File: config.mk
export PLATFORM = sky130hd
export DESIGN_NAME = mdu_issue_ctrl
export DESIGN_NICKNAME = d
export VERILOG_FILES = /design/src/rtl/mdu_issue_ctrl.sv
export SDC_FILE = /design/constraint.sdc
export NUM_CORES = 1
export LEC_CHECK = 0
export ABC_AREA = 0
export CAP_MARGIN = 20
export CORE_ASPECT_RATIO = 1.5
export CORE_MARGIN = 1.5
export CORE_UTILIZATION = 42
export CTS_CLUSTER_DIAMETER = 60
export DETAILED_ROUTE_END_ITERATION = 8
export MAX_ROUTING_LAYER = met4
export PLACE_DENSITY = 0.81
export SLEW_MARGIN = 20
export SYNTH_ARGS = -nofsm -noshare
export SYNTH_HDL_FRONTEND = slang
export SYNTH_SLANG_ARGS = --single-unit
File: constraint.sdc
create_clock -name clk -period 2.28 [get_ports clk]
set_input_delay 0.456 -clock clk [delete_from_list [all_inputs] [get_ports clk]]
set_output_delay 0.456 -clock clk [all_outputs]
set_load 0.01 [all_outputs]
File: src/rtl/mdu_issue_ctrl.sv
// Initiator side of the MDU start/busy handshake: one-entry op buffer, issue gating
// around the MDU busy window, registered mfhi/mflo return and a stuck-busy timeout.
//
// state  | meaning
// IDLE   | MDU free; a buffered op issues here unless req flushes it
// ISSUED | start edge just happened; mdu_busy not visible yet, treat as busy
// WAIT   | wait for mdu_busy to fall, counting cycles toward TIMEOUT
module mdu_issue_ctrl #(
  parameter int TIMEOUT = 15
) (
  input  logic        clk,
  input  logic        reset,
  input  logic        req,
  input  logic        in_valid,
  input  logic [3:0]  in_op,
  input  logic [31:0] in_a,
  input  logic [31:0] in_b,
  output logic        in_ready,
  output logic        mdu_start,
  output logic [3:0]  mdu_op,
  output logic [31:0] mdu_a,
  output logic [31:0] mdu_b,
  input  logic        mdu_busy,
  input  logic [31:0] mdu_out,
  output logic        rd_valid,
  output logic [31:0] rd_data,
  output logic        err
);

  localparam int CW = $clog2(TIMEOUT + 1);

  typedef enum logic [1:0] {
    IDLE   = 2'd0,
    ISSUED = 2'd1,
    WAIT   = 2'd2
  } state_t;

  state_t        state, state_nxt;
  logic          buf_full;
  logic [3:0]    buf_op;
  logic [31:0]   buf_a, buf_b;
  logic [CW-1:0] to_cnt, to_cnt_nxt;
  logic          err_nxt;
  logic          accept, issue, is_arith, is_mfx;

  assign in_ready = !buf_full;
  assign accept   = in_valid && !buf_full && !req;
  assign issue    = buf_full && (state == IDLE) && !req;
  assign is_arith = (buf_op[3:2] == 2'b00);
  assign is_mfx   = (buf_op[3:1] == 3'b010);

  always_comb begin
    mdu_start = 1'b0;
    mdu_op    = 4'b1111;
    mdu_a     = '0;
    mdu_b     = '0;
    if (issue) begin
      mdu_start = is_arith;
      mdu_op    = buf_op;
      mdu_a     = buf_a;
      mdu_b     = buf_b;
    end
  end

  always_comb begin
    state_nxt  = state;
    to_cnt_nxt = to_cnt;
    err_nxt    = err;
    case (state)
      IDLE: begin
        if (issue && is_arith) state_nxt = ISSUED;
      end
      ISSUED: begin
        state_nxt  = WAIT;
        to_cnt_nxt = '0;
      end
      WAIT: begin
        // to_cnt holds WAIT cycles already spent with busy high
        if (!mdu_busy) begin
          state_nxt = IDLE;
        end else if (to_cnt == CW'(TIMEOUT - 1)) begin
          err_nxt   = 1'b1;
          state_nxt = IDLE;
        end else begin
          to_cnt_nxt = to_cnt + 1'b1;
        end
      end
      default: state_nxt = IDLE;
    endcase
  end

  always_ff @(posedge clk) begin
    if (reset) begin
      state    <= IDLE;
      to_cnt   <= '0;
      err      <= 1'b0;
      buf_full <= 1'b0;
      buf_op   <= '0;
      buf_a    <= '0;
      buf_b    <= '0;
      rd_valid <= 1'b0;
      rd_data  <= '0;
    end else begin
      state    <= state_nxt;
      to_cnt   <= to_cnt_nxt;
      err      <= err_nxt;
      rd_valid <= issue && is_mfx;
      if (issue && is_mfx) rd_data <= mdu_out;
      // Undefined codes complete the handshake but never occupy the buffer
      if (accept) begin
        buf_full <= !in_op[3];
        buf_op   <= in_op;
        buf_a    <= in_a;
        buf_b    <= in_b;
      end else if (buf_full && (req || state == IDLE)) begin
        buf_full <= 1'b0;
      end
    end
  end

endmodule

======== Word-level counts from Yosys, hierarchy flattened ========
Cells that the tools add are included.
storage, ports and cells
  flip-flop bits (word level) ............. 109
  input port bits ......................... 105
  logic and storage cells ................. 49
operators by class
  add/sub/neg operators ................... 1
  equality and inequality tests ........... 8
  multiplexer cells ....................... 13
  reductions and logical operators ........ 18
operator list
  kind                 number
  $mux 32              2
  $mux 4               3
  $pmux 4 s2           1
  $logic_and 1x1->1    7
  $mux 2               3
  $ne 2x2->1 const B   3
  $pmux 2 s3           1
  $reduce_and 3->1     2
  $add 4x1->4 const B  1
  $eq 4x4->1 const B   1
  $logic_not 2->1      2
  $reduce_bool 2->1    2
  $eq 3x2->1 const B   1
  $logic_not 1->1      3
  $mux 1               3
  $ne 3x3->1 const B   1
  $eq 2x1->1 const B   1
  $eq 2x2->1 const B   1
  $reduce_and 2->1     1
  $logic_or 1x1->1     1

======== Logic depth before layout (Yosys ltp) ========
Gate-level depths: netlist of run 1.
  depth after elaboration ................. 6
  depth in mapped cells ................... 6
  depth with buffers taken out ............ 5

======== Worst setup path before layout of run 1 ========
No wires, ideal clock.
  path kind ............................... flip-flop to output port
  start point ............................. register buf_full
  end point ............................... output port mdu_a[0]
  data arrival time ....................... 1.403 ns
  required time ........................... 1.824 ns
  slack ................................... 0.421 ns
  stages on the path, launching flop included .. 5
  path through ............................ dfxtp_1 > inv_1 > nor4_2 > clkbuf_1 > and2_1
between the ends
  longest elaborated chain between the ends .. 3
ends and longest elaborated chain
  item                             RTL line  RTL
  start: declaration               39        logic buf_full;
  start signal: assignment         111       buf_full <= !in_op[3];
  $logic_and 1x1->1 (2 in series)  48        assign issue = buf_full && (state == IDLE) && !req;
  $mux 32                          57        if (issue) begin
  end: declaration                 21        output logic [31:0] mdu_a,
Every way passes these cells.

======== Worst setup path in the final report of run 1 ========
  start point ............................. register state[0]
  end point ............................... output port mdu_op[1]
between the ends
  longest elaborated chain between the ends .. 4
ends and longest elaborated chain
  item                             RTL line  RTL
  start: declaration               38        state_t state, state_nxt;
  start signal: assignment         104       state <= state_nxt;
  $logic_not 2->1                  48
  $logic_and 1x1->1 (2 in series)  48
  $mux 4                           57
  end: declaration                 20        output logic [3:0] mdu_op,
Every way passes these cells.

==> results of run 1 <==
==> critical path, delay by kind of cell (launching register included) <==
family | cells | cell delay, ns
buffers and inverters | 2 | 0.28
and+or+nand+nor | 2 | 0.81
DFF | 1 | 0.37
==> registers in the layout, indices dropped and copies added, names as in the netlist <==
name / cells
rd_data: 32
buf_a: 32
to_cnt: 4
buf_op: 4
buf_b: 32
err: 1
rd_valid: 1
buf_full: 1
state: 2
==> cells in the final DEF, fill, tap and decap left out, types with 2 or more instances in the layout <==
| master | Yosys | layout |
|---|---|---|
| clkbuf_2 | 0 | 14 |
| clkinv_2 | 0 | 3 |
| or3_1 | 4 | 4 |
| nor2b_1 | 2 | 2 |
| nand2b_1 | 66 | 66 |
| clkdlybuf4s15_1 | 0 | 21 |
| clkbuf_16 | 0 | 10 |
| buf_12 | 3 | 6 |
| dfxtp_2 | 0 | 2 |
| buf_6 | 1 | 5 |
| and2_4 | 0 | 2 |
| dfxtp_1 | 109 | 106 |
| dlygate4sd2_1 | 0 | 29 |
| a21oi_1 | 72 | 72 |
| or2_4 | 0 | 3 |
| ha_1 | 2 | 2 |
| and2_1 | 64 | 62 |
| inv_1 | 4 | 4 |
| buf_4 | 0 | 14 |
| nor2_1 | 2 | 2 |
| o211ai_1 | 2 | 2 |
| mux2i_1 | 32 | 32 |
| buf_2 | 1 | 3 |
| clkdlybuf4s50_1 | 0 | 137 |
| nand2_1 | 136 | 136 |
| a211oi_1 | 2 | 2 |
| o31ai_1 | 2 | 2 |
| o21a_1 | 2 | 2 |
==> area by class of cell <==
type | count | area (um^2)
fill | 918 | 3720
multi-input combinational | 403 | 2290
inverter | 4 | 15.0
sequential | 109 | 2190
clock buffer | 10 | 229
timing repair buffer | 231 | 2240
tap | 147 | 184
clock inverter | 6 | 62.6
==> logic make-up after synthesis <==
kind of cell	Yosys count	share of synthesized area (%)
DFF	109	46.7
AOI/OAI and AO/OA	80	9.00
buffers and inverters	45	4.85
adders and majority gates	2	0.536
and+or+nand+nor	289	32.1
muxes	32	6.86
==> power groups by stage <==
stage,logic [mW],clock network (mW),registers [mW]
5_1_grt,0.457,1.64,2.00
4_1_cts,0.416,1.58,1.99
3_5_place_dp,0.412,0,2.03
6_report,0.418,1.55,1.99
3_3_place_gp,0.402,0,2.03
2_1_floorplan,0.168,0,2.02
==> worst max path at each step <==
stage               cells after the start        end  slack, ns
floorplan                               4   mdu_a[0]       0.42
global placement                        4  mdu_start      -0.46
detailed placement                      4  mdu_start      -0.51
CTS                                     4  mdu_op[1]      -0.17
global route                            4  mdu_op[1]      -0.01
finish                                  4  mdu_op[1]       0.02
==> routing by layer <==
metal,vias up,wire [um],track usage (%),share of wire [%]
li1,2182,-,-,-
met1,2092,5060,23.1,37
met2,159,7170,41.3,53
met3,32,882,4.95,6.5
met4,0,429,10.8,3.2
met5,-,0,-,0
==> what timing repair did <==
action                                  4_1_cts  5_1_grt
gates cloned                                  1        1
setup buffers                                 3        1
pin swaps                                     2        1
endpoints found under the setup margin       69       57
gates resized for setup                      98       64
==> per-stage QoR <==
step / hold slack (ns) / utilization [%]
detailed placement: 0.441 / 63.1
CTS: 0.452 / 65.8
global placement: 0.438 / 63.1
global route: 0.466 / 66.0
finish: 0.449 / 66.0
floorplan: 0.432 / -
==> metrics.md, run 1 <==
| Metric | Value |
|---|---|
| Layout area overhead | `54.4%` |
| Final non-filler cell total | `910` |
| Inserted Diodes | `0` |
| Clock Tree Buf Depth | `2` |
| Slew HR | `a little over 70%` |
| Fin crit period | `around 2.3 ns` |
| Post-DR wirelength/cell | `roughly 15 um` |
| Min-Delay Endpoint | `buf_a[22]$_SDFFE_PP0P_` |
| Worst setup EP type | `output pin` |
| DR iter-0 viols | `130` |
| Startpoint types | `register` |
| Dpl cell area | `a little under 7000 um^2` |
| Critical Path Fanout Max | `5` |
| Leading area contributor after synthesis | `dfxtp_1` |
| CP startpoint | `state[0]$_SDFFE_PP0P_` |
| Yosys reg bits | `109` |
| Sum Neg Setup Slack | `0 ns` |
| DP Cell Count | `slightly below 900` |
| Critical Path RT | `between 1.5 and 2 ns` |
| Largest net degree at the start of global routing | `55` |
| Hold Startpoint | `buf_a[22]$_SDFFE_PP0P_` |
| Initial core utilization | `a little over two fifths` |
| Reg2Reg Depth | `6` |
| Leading post-synthesis cells by cell area | `dfxtp_1, nand2_1, nand2b_1, and2_1, a21oi_1` |
| Gr usage total | `23.1%` |
| Crit path arrival time | `roughly 1.8 ns` |
| GRT overflow | `0` |
| Vias in the first global route | `between 4k and 5k` |
| # IOs | `~210` |
| Worst R2R End | `rd_data[21]$_SDFFE_PP0P_` |
| Internal power | `~3 mW` |
| Fmax | `between 400 and 500 MHz` |
| CORE AREA | `between 10000 and 15000 um^2` |
| # port buffers | `208` |
| H-tree Lvls | `3` |
| Max Slew Vio Count | `0` |
| Outcome | `complete, no violations` |
| Sequential element share of the synthesized area | `46.7%` |
| Initial antenna violation count | `0` |
| Flop pwr share | `50.3%` |
| Worst Hold Class | `register to register` |
| TritonRoute pass-1 iters | `5` |
| Post-synth top cells | `nand2_1, dfxtp_1, a21oi_1, nand2b_1, and2_1` |
| TritonCTS clock tree | `built` |
| Die height | `about 130 um` |
| Placer Congestion | `0.835` |
| Clk network pwr share | `about two fifths` |
| Fin crit share | `just under 100%` |
| Pwr Total | `around 4.0 mW` |
| Fin nets | `865` |
| # rows | `47` |
| Synth warn | `0` |
| Design Area, Final | `roughly 7200 um^2` |
| Total Wirelength | `13.5 mm` |
| Cell breakdown of the critical path | `or4b_4 -> buf_12 -> or2_2 -> clkbuf_2` |
| Logic gate share of total power | `10.6%` |
| Most numerous cell in the Yosys netlist | `nand2_1` |
| Worst slew pin tran | `roughly 0.41 ns` |
| Sw Ratio | `around 22%` |
| Reg-to-Reg Start | `state[0]$_SDFFE_PP0P_` |
| Maxcap violations | `0` |
| Crit path max-delay cell type | `or4b_4` |
| Power Density | `548 nW/um^2` |
| RSZ-0062 raised after global routing | `true` |
| Net Sw Power | `slightly below 0.9 mW` |
| HPWL Detailed | `~9.8 mm` |
| Distinct cell type count after synthesis | `31` |
| Clock sinks | `approximately 110` |
| Antenna viol nets, final | `0` |
| Worst setup margin | `about 0.024 ns` |
| Number of flops mapped to enable cells by yosys | `0` |
| Share of cells above drive strength 1 | `under 10%` |
| Post-route DRC | `0` |
| Post-Place Worst Slack | `-0.508 ns` |
| DIE AREA | `~12000 um^2` |
| Number of buffers created by CTS | `9` |
| R2R Setup Slk | `between 0.2 and 0.25 ns` |
| Critical path class | `register to output pin` |
| Crit-path max cell delay | `0.54 ns` |
| Maximum vdd drop | `0.373 mV` |
| Worst-skew pair later-pin latency | `0.34 ns` |
| Die X-Extent | `approximately 90 um` |
| Post-Synthesis Cells | `557` |
| Root Driver | `clkbuf_16` |
| Most used flip-flop cell after synthesis | `dfxtp_1` |
| Syn avg cell area | `8.39 um^2` |
| Clk_skew | `0.00591 ns` |
| Fraction of registers with async set/reset | `0%` |
| First-pass GRT wire length | `approximately 21 mm` |
| Top-area cell type share of the netlist area | `~47%` |
| Via count | `about 4.5k` |
| Final setup fails | `0` |
| Leak | `around 2.8 nW` |
| CTS Hold Bufs | `0` |
| Synthesized net count | `~660` |
| Vias/cell | `just under 5` |
| Mapped Area | `about 4700 um^2` |
| Hold path depth | `2` |
| Clock slew at reported path FFs | `around 0.070 ns` |
| Hold Fails Final Rpt | `0` |
Note: power is estimated with default switching activity, not from simulation.
==> run 2, diff against run 1 <==
Settings changed: CORE_MARGIN 1.5 to default.
==> metrics.md, run 2 (synthesis results as in run 1) <==
| Metric | Value |
|---|---|
| Outcome | `complete, no violations` |
| Post-route DRC | `0` |
| Util after Layout | `between 60% and 70%` |
| Worst-skew pair later-pin latency | `~0.34 ns` |
| Root Driver | `clkbuf_16` |
| Buffer and inverter count on the worst path | `3` |
| Fin crit period | `2.21 ns` |
| Leak | `approximately 2.8 nW` |
| Fin nets | `between 800 and 900` |
| # port buffers | `between 200 and 250` |
| Reg2Reg Depth | `5` |
| Crit path arrival time | `approximately 1.8 ns` |
| Largest net degree at the start of global routing | `about 140` |
| Worst R2R End | `rd_data[2]$_SDFFE_PP0P_` |
| Min-Delay Endpoint | `buf_b[14]$_SDFFE_PP0P_` |
| Wire length on met3 | `roughly 1000 um` |
| CTS Hold Bufs | `0` |
| Critical path class | `register to output pin` |
| Critical Path RT | `1.82 ns` |
| Minimum hold slack | `between 0.4 and 0.5 ns` |
| Layout area overhead | `53.6%` |
| TritonRoute pass-1 iters | `6` |
| Final setup fails | `0` |
| H-tree Lvls | `3` |
| Antenna viol nets, final | `0` |
| HPWL Detailed | `~9 mm` |
| Worst setup EP type | `output pin` |
| Inserted Diodes | `0` |
| DIE AREA | `approximately 12000 um^2` |
| DR iter-0 viols | `178` |
| Reg-to-Reg Start | `state[0]$_SDFFE_PP0P_` |
| CP top delay family | `buffers and inverters` |
| Total Wirelength | `13.1 mm` |
| Commonest non-fill, non-tap cell in the layout | `clkdlybuf4s50_1` |
| Clock slew at reported path FFs | `roughly 0.070 ns` |
| Startpoint types | `register` |
| Hold Startpoint | `buf_b[14]$_SDFFE_PP0P_` |
| Initial core utilization | `between 40% and 50%` |
| Most frequent cells in the layout | `clkdlybuf4s50_1, nand2_1, dfxtp_1` |
| Number of buffers created by CTS | `9` |
| Met1 WL | `approximately 5.2 mm` |
| Slew HR | `66.2%` |
| TritonCTS clock tree | `built` |
| Die height | `between 100 and 150 um` |
| Crit path max-delay cell type | `dfxtp_4` |
| Power Density | `around 560 nW/um^2` |
| Vias/cell | `4.82` |
| Pwr Total | `3.98 mW` |
| Gr usage total | `between 20% and 30%` |
| Worst setup margin | `0.0702 ns` |
| CORE AREA | `between 10000 and 15000 um^2` |
| Worst Hold Class | `register to register` |
| Clk_skew | `~0.0043 ns` |
| R2R Setup Slk | `0.29 ns` |
| Hold Fails Final Rpt | `0` |
| Initial antenna violation count | `0` |
| Maximum vdd drop | `0.360 mV` |
| Top Registers | `buf_a (32), buf_b (32), rd_data (32)` |
| Maxcap violations | `0` |
| Via count | `around 4.4k` |
| Hold path depth | `2` |
| Clock sinks | `approximately 110` |
| Fin crit share | `a little over nine tenths` |
| Placer Congestion | `between 0.7 and 0.8` |
| Uppermost layer routed | `met4` |
| Crit-path max cell delay | `approximately 0.36 ns` |
| Post-Place Worst Slack | `-0.438 ns` |
| # IOs | `between 200 and 250` |
| Vias in the first global route | `approximately 4.3k` |
| Met2 routed wirelength | `roughly 6.6 mm` |
| Post-DR wirelength/cell | `14.4 um` |
| Die X-Extent | `roughly 88 um` |
| CP startpoint | `state[0]$_SDFFE_PP0P_` |
| Worst slew pin tran | `slightly above 0.5 ns` |
| Fmax | `453 MHz` |
| Cell breakdown of the critical path | `nor4_4 -> buf_4 -> buf_12 -> and2_1 -> clkdlybuf4s15_1` |
| Share of cells above drive strength 1 | `between 10% and 20%` |
| GRT overflow | `0` |
| # rows | `46` |
| Max Slew Vio Count | `0` |
| First-pass GRT wire length | `between 20 and 25 mm` |
| Critical Path Fanout Max | `26` |
| Clock Tree Buf Depth | `2` |
## run 2: report_power, final
group / total [mW] / switching [mW] / internal (mW) / leakage (nW)
logic: 0.419 / 0.167 / 0.252 / 1.78
clock network: 1.57 / 0.668 / 0.906 / 0.141
registers: 1.99 / 0.0310 / 1.96 / 0.888
total: 3.98 / 0.866 / 3.12 / 2.81
## run 2: worst min-delay path: stages (launching register included)
cell     delay (ns)
dfxtp_1        0.31
nand2_1        0.05
a21oi_1        0.05
## run 2: final cells by class
type,count,area [um^2]
Fill cell,896,3530
Clock buffer,12,256
Inverter,4,15.0
Sequential cell,109,2190
Tap cell,144,180
Timing Repair Buffer,231,2190
Clock inverter,3,45.0
Multi-Input combinational cell,403,2300
## run 2: worst max path at each step
stage                 to  slack (ns)  depth (start not counted)
2_1_floorplan   mdu_a[0]        0.42                          4
3_3_place_gp   mdu_op[1]       -0.39                          4
3_5_place_dp   mdu_b[12]       -0.44                          6
4_1_cts        mdu_op[1]       0.002                          4
5_1_grt         mdu_a[9]      -0.002                          5
6_report       mdu_a[14]        0.07                          5
## run 2: through the flow
step           std cells  instance area, um^2  setup TNS (ns)
2_1_floorplan        557                 4670               0
3_3_place_gp         884                 6920          -28.68
3_5_place_dp         884                 6920          -32.80
4_1_cts              906                 7220               0
5_1_grt              906                 7180        -0.00171
6_report             906                 7180               0
## run 2: timing repair
action,CTS,global route
endpoints found under the setup margin,69,48
resized for setup,118,58
gates cloned,3,0
hold endpoints to repair,0,0
buffers inserted,4,1
pin swaps,0,1
## run 2: per-layer routing
layer,vias up,GRT usage [%]
met2,171,40.5
met4,0,8.96
met5,-,-
met1,1993,25.5
li1,2182,-
met3,18,5.03
==> run 3, diff against run 2 <==
Settings changed: CAP_MARGIN 20 to 5.
==> results of run 3 <==
No change in the layout: final DEF, timing and power equal those of run 2.
